### src/rtl/ibex_lsu_lite.sv
// Simplified load/store unit: one EX request at a time, split into at most two aligned
// bus transactions on a req/gnt/rvalid bus, with load data aligned and extended at the end.
module ibex_lsu_lite (
   input  logic        clk_i,
   input  logic        rst_ni,
   input  logic        lsu_req_i,
   input  logic        lsu_we_i,
   input  logic [1:0]  lsu_type_i,
   input  logic        lsu_sign_ext_i,
   input  logic [31:0] lsu_addr_i,
   input  logic [31:0] lsu_wdata_i,
   output logic        lsu_req_done_o,
   output logic        lsu_busy_o,
   output logic [31:0] lsu_rdata_o,
   output logic        lsu_rdata_valid_o,
   output logic        lsu_resp_valid_o,
   output logic        lsu_resp_err_o,
   output logic        data_req_o,
   input  logic        data_gnt_i,
   input  logic        data_rvalid_i,
   input  logic        data_err_i,
   output logic [31:0] data_addr_o,
   output logic        data_we_o,
   output logic [3:0]  data_be_o,
   output logic [31:0] data_wdata_o,
   input  logic [31:0] data_rdata_i
);

   typedef enum logic [2:0] {
      IDLE      = 3'd0,
      WAIT_GNT1 = 3'd1,
      WAIT_RV1  = 3'd2,
      WAIT_GNT2 = 3'd3,
      WAIT_RV2  = 3'd4
   } state_e;

   state_e      state_r;
   logic [31:0] addr_r, wdata_r, rdata_r;
   logic [1:0]  type_r;
   logic        we_r, sign_ext_r, split_r, err_r;

   logic [31:0] cur_addr_s, cur_wdata_s, wrot_s, rdata1_s, raw_s, ext_s;
   logic [1:0]  cur_type_s, off_s;
   logic        cur_we_s, cur_split_s, second_s, final_s;

   function automatic logic is_split(input logic [1:0] typ, input logic [1:0] off);
      case (typ)
         2'd0:    is_split = (off != 2'd0);
         2'd1:    is_split = (off == 2'd3);
         default: is_split = 1'b0;
      endcase
   endfunction

   // The access mask is shifted into an 8-lane window; the upper nibble is what spills into word 2.
   function automatic logic [3:0] byte_en(input logic [1:0] typ, input logic [1:0] off,
                                          input logic second);
      logic [7:0] mask;
      case (typ)
         2'd0:    mask = 8'h0F;
         2'd1:    mask = 8'h03;
         default: mask = 8'h01;
      endcase
      mask = mask << off;
      byte_en = second ? mask[7:4] : mask[3:0];
   endfunction

   // In IDLE the bus sees the live EX request so a same-cycle grant works; afterwards the latched copy.
   always_comb begin
      cur_addr_s  = addr_r;
      cur_wdata_s = wdata_r;
      cur_type_s  = type_r;
      cur_we_s    = we_r;
      if (state_r == IDLE) begin
         cur_addr_s  = lsu_addr_i;
         cur_wdata_s = lsu_wdata_i;
         cur_type_s  = lsu_type_i;
         cur_we_s    = lsu_we_i;
      end else begin
         cur_addr_s  = addr_r;
         cur_wdata_s = wdata_r;
         cur_type_s  = type_r;
         cur_we_s    = we_r;
      end
   end

   assign off_s       = cur_addr_s[1:0];
   assign cur_split_s = is_split(cur_type_s, off_s);
   assign second_s    = (state_r == WAIT_GNT2) || (state_r == WAIT_RV2);
   assign wrot_s      = 32'({cur_wdata_s, cur_wdata_s} >> (6'd32 - {1'b0, off_s, 3'b000}));

   // Bus request side and the done pulse on the grant of the final transaction.
   always_comb begin
      data_req_o     = 1'b0;
      lsu_req_done_o = 1'b0;
      case (state_r)
         IDLE: begin
            data_req_o     = lsu_req_i;
            lsu_req_done_o = lsu_req_i & data_gnt_i & ~cur_split_s;
         end
         WAIT_GNT1: begin
            data_req_o     = 1'b1;
            lsu_req_done_o = data_gnt_i & ~split_r;
         end
         WAIT_GNT2: begin
            data_req_o     = 1'b1;
            lsu_req_done_o = data_gnt_i;
         end
         default: begin
            data_req_o     = 1'b0;
            lsu_req_done_o = 1'b0;
         end
      endcase
      if (data_req_o) begin
         data_addr_o  = {cur_addr_s[31:2], 2'b00} + (second_s ? 32'd4 : 32'd0);
         data_we_o    = cur_we_s;
         data_be_o    = byte_en(cur_type_s, off_s, second_s);
         data_wdata_o = wrot_s;
      end else begin
         data_addr_o  = 32'd0;
         data_we_o    = 1'b0;
         data_be_o    = 4'd0;
         data_wdata_o = 32'd0;
      end
   end

   assign rdata1_s = split_r ? rdata_r : data_rdata_i;
   assign raw_s    = 32'({data_rdata_i, rdata1_s} >> {addr_r[1:0], 3'b000});
   assign final_s  = data_rvalid_i &
                     (((state_r == WAIT_RV1) & ~split_r) | (state_r == WAIT_RV2));

   // Load data extension by access size.
   always_comb begin
      ext_s = raw_s;
      case (type_r)
         2'd0:    ext_s = raw_s;
         2'd1:    ext_s = {{16{sign_ext_r & raw_s[15]}}, raw_s[15:0]};
         default: ext_s = {{24{sign_ext_r & raw_s[7]}}, raw_s[7:0]};
      endcase
   end

   assign lsu_resp_valid_o  = final_s;
   assign lsu_resp_err_o    = final_s & (err_r | data_err_i);
   assign lsu_rdata_valid_o = final_s & ~we_r & ~lsu_resp_err_o;
   assign lsu_rdata_o       = lsu_rdata_valid_o ? ext_s : 32'd0;
   assign lsu_busy_o        = (state_r != IDLE);

   // Transaction sequencer: latch the request, then walk one or two grant/rvalid pairs.
   always_ff @(posedge clk_i or negedge rst_ni) begin
      if (!rst_ni) begin
         state_r    <= IDLE;
         addr_r     <= 32'd0;
         wdata_r    <= 32'd0;
         rdata_r    <= 32'd0;
         type_r     <= 2'd0;
         we_r       <= 1'b0;
         sign_ext_r <= 1'b0;
         split_r    <= 1'b0;
         err_r      <= 1'b0;
      end else begin
         case (state_r)
            IDLE: begin
               if (lsu_req_i) begin
                  addr_r     <= lsu_addr_i;
                  wdata_r    <= lsu_wdata_i;
                  type_r     <= lsu_type_i;
                  we_r       <= lsu_we_i;
                  sign_ext_r <= lsu_sign_ext_i;
                  split_r    <= cur_split_s;
                  err_r      <= 1'b0;
                  state_r    <= data_gnt_i ? WAIT_RV1 : WAIT_GNT1;
               end
            end
            WAIT_GNT1: if (data_gnt_i) state_r <= WAIT_RV1;
            WAIT_RV1: begin
               if (data_rvalid_i) begin
                  rdata_r <= data_rdata_i;
                  err_r   <= data_err_i;
                  state_r <= split_r ? WAIT_GNT2 : IDLE;
               end
            end
            WAIT_GNT2: if (data_gnt_i) state_r <= WAIT_RV2;
            WAIT_RV2:  if (data_rvalid_i) state_r <= IDLE;
            default:   state_r <= IDLE;
         endcase
      end
   end

endmodule

### config.mk
export PLATFORM = sky130hd
export DESIGN_NAME = ibex_lsu_lite
export DESIGN_NICKNAME = d
export VERILOG_FILES = /design/src/rtl/ibex_lsu_lite.sv
export SDC_FILE = /design/constraint.sdc
export NUM_CORES = 1
export LEC_CHECK = 0
export BUFFER_PORTS_ARGS = -buffer_cell sky130_fd_sc_hd__buf_4
export CORE_ASPECT_RATIO = 0.5
export CORE_MARGIN = 2
export CORE_UTILIZATION = 35
export CTS_BUF_LIST = sky130_fd_sc_hd__clkbuf_8
export DETAILED_ROUTE_END_ITERATION = 8
export PLACE_DENSITY = 0.52
export REMOVE_ABC_BUFFERS = 1
export SETUP_SLACK_MARGIN = 0.4
export SYNTH_ARGS = -nofsm -noshare
export SYNTH_HDL_FRONTEND = slang
export SYNTH_SLANG_ARGS = --single-unit
### constraint.sdc
create_clock -name clk_i -period 10 [get_ports clk_i]
set_input_delay 2 -clock clk_i [delete_from_list [all_inputs] [get_ports clk_i]]
set_output_delay 2 -clock clk_i [all_outputs]
set_load 0.05 [all_outputs]
==> flow_summary.ini, run 1 <==
[status]
status = complete, no violations

[cts]
clkLatencyLatePin_ns = 0.42
cts_tree = yes
cts_resized = 0
clkSinkCount = 105
cts_inserted_buffers = 9
clk_pin_slew_ns = 0.09
clk_path_buf_depth = 2
htree_levels = 3
post_cts_buffers = 0
clockRootBuffer = clkbuf_8
cts-hold-fix-buffers = 0

[sta]
rsz0062_at_grt = false
fin_crit_sh = 0.858
final-hold-violation-count = 0
worstMarginPinSlew_ns = 1.18
slew_viol_final = 0
setup_violations = 0
whs_ns = 0.486
timing.fmax_mhz = 117
layout_setup_ws_ns = 1.42
skew_ns = 0.0149
slew_headroom = 0.201
min_period_ns = 8.58

[yosys]
ys_ff_latch = 105
ys_seq_area_frac = 0.293
synth-edff-count = 0
synth_top_cell_area_share = 0.293
synth_cell_types = 68
synthFlopType = dfrtp_1
async_flop_share = 1.00
postSynthCellCount = 1117
synth.area.top_cells = dfrtp_1 29%, nand2_1 11%, mux2i_1 11%
syn_avg_cell_area_um2 = 8.02
syn_area_um2 = 8960
synth_warnings = 0
yosys.area.top_type = dfrtp_1

[min_path]
hold_end = addr_r[31]
hp-start = addr_r[31]
holdPathStages = 2
min_path_type = flop to flop

[setup_path]
r2r-start = state_r[1]
startpoint_type = input port
worstReg2RegEnd = split_r
rr_worst_depth = 7
reg2reg_slack_ns = 6.70
cp_max_fo = 46
endpoint_kind = primary output
worstSetupPathType = input port to primary output
worstPathArrival_ns = 6.58
worst_ep_required_time_ns = 8.00

[die]
die_y_um = 117
placement_rows = 41
coreArea_um2 = 25200
dieWidth_um = 230
die_area_um2 = 27000
ioPinCount = 213
initial_core_util = 0.356

[layout]
final_cells = 1615
drive_gt1_frac = 0.265
n_fill_cell = 2571
finalNetCount = 1375
syn2layout_area_growth_pct = 22.3
postLayoutCoreUtil = 0.435

[routing]
drtIter0Drc = 503
drt-wirelength-per-cell_um = 18.3
drc = 0
drt_pre_antenna_iters = 5
via_per_inst = 5.44
routed_wl_um = 29600
antenna_left = 0
num_vias = 8786

[global_route]
grt_pass1_wl_um = 46700
grt_pass1_vias = 8454
grt-ovfl-total = 0
grt_usage = 0.219
grt_start_max_net_pins = 72
antenna_found_initial = 1

[run]
max-cap-violations = 0

[placement]
dp_hpwl_um = 20300
dpl_worst_slack_ns = 1.52
placed_cells = 1599
place_congestion = 0.889
portBuffers = 210

[power_and_ir_drop]
power_density_nw_per_um2 = 393
p_leak_nw = 5.04
ir_drop_mv = 0.223
cells in the mapped netlist, drive strengths merged (4+ instances only):
library cell	n
nor2	88
mux2	69
nor4	6
or4b	4
o211ai	4
o221ai	5
xnor2	16
o21a	13
a21oi	72
and3	17
and2	6
o22ai	10
o31ai	4
nand4	10
mux2i	96
nand2b	4
nor2b	20
dfrtp	105
xor2	4
or3	10
a211o	8
inv	10
o21ai	29
nor3	33
nand2	271
mux4	16
clkbuf	51
nor4b	5
a211oi	35
nand3	15
buf	37
cells in the final DEF, fill, tap and decap left out, drive strengths merged, types with 3 or more instances in the layout:
cell type	instances
nor2b	20
bufinv	3
xnor2	16
nor4b	5
a211oi	35
mux2	69
ha	3
a31oi	3
o311a	3
clkbuf	9
and3	17
xor2	4
o22ai	10
nand2b	4
and2	6
o31ai	4
o21a	13
mux4	16
o221ai	5
nand3	15
nand4	10
o21ai	29
nand2	271
inv	13
o211ai	4
o31a	3
nor4	6
nor3	33
buf	225
a211o	8
mux2i	96
or4b	4
dfrtp	105
a21oi	72
or3	10
nor2	88
layout make-up:
| cell class | instances | area [um2] | area share |
|---|---|---|---|
| inverter | 12 | 47.5 | 0.00434 |
| tap | 344 | 430 | 0.0393 |
| sequential | 105 | 2630 | 0.240 |
| multi-input combinational | 913 | 5930 | 0.541 |
| clock buffer | 9 | 124 | 0.0113 |
| antenna | 1 | 2.50 | 0.000228 |
| clock inverter | 6 | 101 | 0.00925 |
| timing repair buffer | 225 | 1690 | 0.154 |
worst max path at each step:
stage	from	to
floorplan	lsu_req_i	data_addr_o[31]
global placement	lsu_addr_i[0]	data_wdata_o[31]
detailed placement	lsu_addr_i[0]	data_wdata_o[31]
CTS	lsu_addr_i[0]	data_wdata_o[20]
global route	lsu_addr_i[0]	data_wdata_o[31]
finish	lsu_addr_i[0]	data_wdata_o[20]
metrics by stage:
step / instance area (um2) / setup TNS, ns / power [mW]
5_1_grt: 11000 / 0 / 4.65
6_report: 11000 / 0 / 4.31
3_5_place_dp: 10700 / 0 / 4.00
3_3_place_gp: 10700 / 0 / 3.96
2_1_floorplan: 8580 / -7.65 / 3.11
4_1_cts: 11000 / 0 / 4.33
state kept, by name, indices dropped and copies added, names as in the netlist:
| register | flops |
|---|---|
| sign_ext_r | 1 |
| err_r | 1 |
| split_r | 1 |
| rdata_r | 32 |
| wdata_r | 32 |
| type_r | 2 |
| addr_r | 32 |
| state_r | 3 |
| we_r | 1 |
routing by layer:
layer  track usage  routed length [um]  vias up
li1              -                   -     4257
met1         0.297               14300     4309
met2         0.355               13400      182
met3        0.0448                1210       38
met4        0.0701                 676        0
met5             0                   0        -
report_power, final:
| group | switching, mW | total [mW] | internal [mW] |
|---|---|---|---|
| Sequential | 0.198 | 0.830 | 0.632 |
| Combinational | 2.07 | 3.16 | 1.09 |
| Clock | 0.158 | 0.320 | 0.162 |
| Total | 2.43 | 4.31 | 1.88 |
worst max-delay path: stages:
cell      delay [ns]
buf_4           0.41
or4b_1          0.48
nand2_1         0.49
inv_1           0.42
ha_1            0.40
buf_4           0.37
clkinv_1        0.53
nor2_1          0.80
a21oi_1         0.20
nor2_1          0.19
buf_4           0.22
logic make-up (layout without fill, tap and decap cells):
family | Yosys count | after routing | share of synthesized area
xor gates and xnor gates | 20 | 20 | 0.0196
muxes | 181 | 181 | 0.234
other | 1 | 3 | 0.000419
AOI/OAI and AO/OA | 209 | 209 | 0.151
buffers and inverters | 100 | 252 | 0.0471
and+or+nand+nor | 497 | 497 | 0.249
adders and majority gates | 4 | 4 | 0.00531
DFF | 105 | 105 | 0.293
Power figures use the tool's default switching activity.
==> run 2: changes to the inputs <==
--- a/config.mk
+++ b/config.mk
@@ -12,6 +12,7 @@
 export CTS_BUF_LIST = sky130_fd_sc_hd__clkbuf_8
 export DETAILED_ROUTE_END_ITERATION = 8
 export PLACE_DENSITY = 0.52
+export RECOVER_POWER = 25
 export REMOVE_ABC_BUFFERS = 1
 export SETUP_SLACK_MARGIN = 0.4
 export SYNTH_ARGS = -nofsm -noshare
==> run 2 against run 1 <==
The run now ends with capacitance limit, slew limit left. Non-clock buffer count unchanged. Clock-buffer cell count unchanged. Via count up 0.32%. Sequential power about the same. Sequential cell count unchanged. Final area down 0.17%. Routed wire length about the same. Global-route usage unchanged. Die area unchanged. Register-to-register slack worse by 0.62 ns. Clock power about the same. Critical path depth unchanged.
==> flow_summary.ini, run 2 (synthesis results as in run 1) <==
[placement]
portBuffers = 210
dpl_worst_slack_ns = 1.52
dp_hpwl_um = 20300
place_congestion = 0.889

[global_route]
grt-ovfl-total = 0
antenna_found_initial = 1
grt_pass1_wl_um = 46700
grt_usage = 0.219
grt_start_max_net_pins = 72
grt_pass1_vias = 8454

[sta]
skew_ns = 0.0143
whs_ns = 0.486
setup_violations = 0
fin_crit_sh = 0.859
min_period_ns = 8.59
timing.fmax_mhz = 116
slew_viol_final = 147
worstMarginPinSlew_ns = 3.61
rsz0062_at_grt = false
final-hold-violation-count = 0
layout_setup_ws_ns = 1.41
fin_setup_tns_ns = 0
slew_headroom = -1.41

[power_and_ir_drop]
ir_drop_mv = 0.223
p_leak_nw = 5.03
power_density_nw_per_um2 = 395

[cts]
clkLatencyLatePin_ns = 0.42
cts_resized = 0
cts-hold-fix-buffers = 0
clockRootBuffer = clkbuf_8
clkSinkCount = 105
cts_tree = yes
post_cts_buffers = 0
cts_inserted_buffers = 9
htree_levels = 3
clk_pin_slew_ns = 0.09
clk_path_buf_depth = 2

[die]
dieWidth_um = 230
die_y_um = 117
initial_core_util = 0.356
coreArea_um2 = 25200
ioPinCount = 213
placement_rows = 41
die_area_um2 = 27000

[routing]
drc = 0
via_per_inst = 5.46
antenna_left = 0
drtIter0Drc = 511
routed_wl_um = 29600
drt-wirelength-per-cell_um = 18.3
drt_pre_antenna_iters = 5
num_vias = 8814

[setup_path]
worstPathArrival_ns = 6.59
worstSetupPathType = input port to primary output
worst_ep_required_time_ns = 8.00
cp_max_fo = 46
startpoint_type = input port
endpoint_kind = primary output

[layout]
finalNetCount = 1375
syn2layout_area_growth_pct = 22.1
postLayoutCoreUtil = 0.434
largestRegisters = addr_r x32, rdata_r x32, wdata_r x32
drive_gt1_frac = 0.261
most-common-layout-cells = 271 x nand2_1, 220 x buf_4, 102 x dfrtp_1
final_common_cell = nand2_1

[status]
status = complete, but fails checks
violations = capacitance limit, slew limit

[min_path]
min_path_type = flop to flop

[run]
max-cap-violations = 3
-- run 2: path summary, 6_finish.rpt --
check	cells after the start	start	end	slack, ns
max in group asynchronous	2	rst_ni	addr_r[0]	5.71
worst min-delay path	2	addr_r[31]	addr_r[31]	0.49
worst max-delay path	11	lsu_addr_i[0]	data_wdata_o[20]	1.41
worst min register to register	2	addr_r[31]	addr_r[31]	0.49
worst max register to register	4	state_r[1]	split_r	6.08
min in group asynchronous	1	rst_ni	wdata_r[25]	2.26
-- run 2: final cells by class --
cell class	count	area [um2]
Multi-Input combinational cell	913	5930
Inverter	12	47.5
Antenna cell	1	2.50
Clock inverter	6	101
Clock buffer	9	124
Sequential cell	105	2630
Fill cell	2573	14200
Tap cell	344	430
Timing Repair Buffer	225	1670
-- run 2: stage by stage --
step	cell area [um2]	power (mW)	cells
after floorplan	8580	3.11	1030
after global placement	10700	3.96	1599
after detailed placement	10700	4.00	1599
after CTS	11000	4.33	1614
after global routing	10900	4.66	1615
final	10900	4.32	1615
-- run 2: metal layers --
layer  global-route usage  vias up  routed length, um  part of all wire
met4               0.0701        0                678             0.023
met1                0.297     4319              14300              0.48
met2                0.355      199              13400              0.45
met5                    0        -                  0                 0
met3               0.0448       40               1290             0.043
li1                     -     4256                  -                 -
-- run 2: worst max-delay path, stage by stage --
cell	delay [ns]
buf_4	0.41
or4b_1	0.48
nand2_1	0.50
inv_1	0.42
ha_1	0.40
buf_4	0.37
clkinv_1	0.54
nor2_1	0.80
a21oi_1	0.20
nor2_1	0.19
buf_4	0.22
-- run 2: report_power, final --
part / switching [mW] / internal [mW] / leakage, nW
registers: 0.199 / 0.631 / 1.28
clock network: 0.158 / 0.162 / 0.123
logic: 2.07 / 1.10 / 3.62
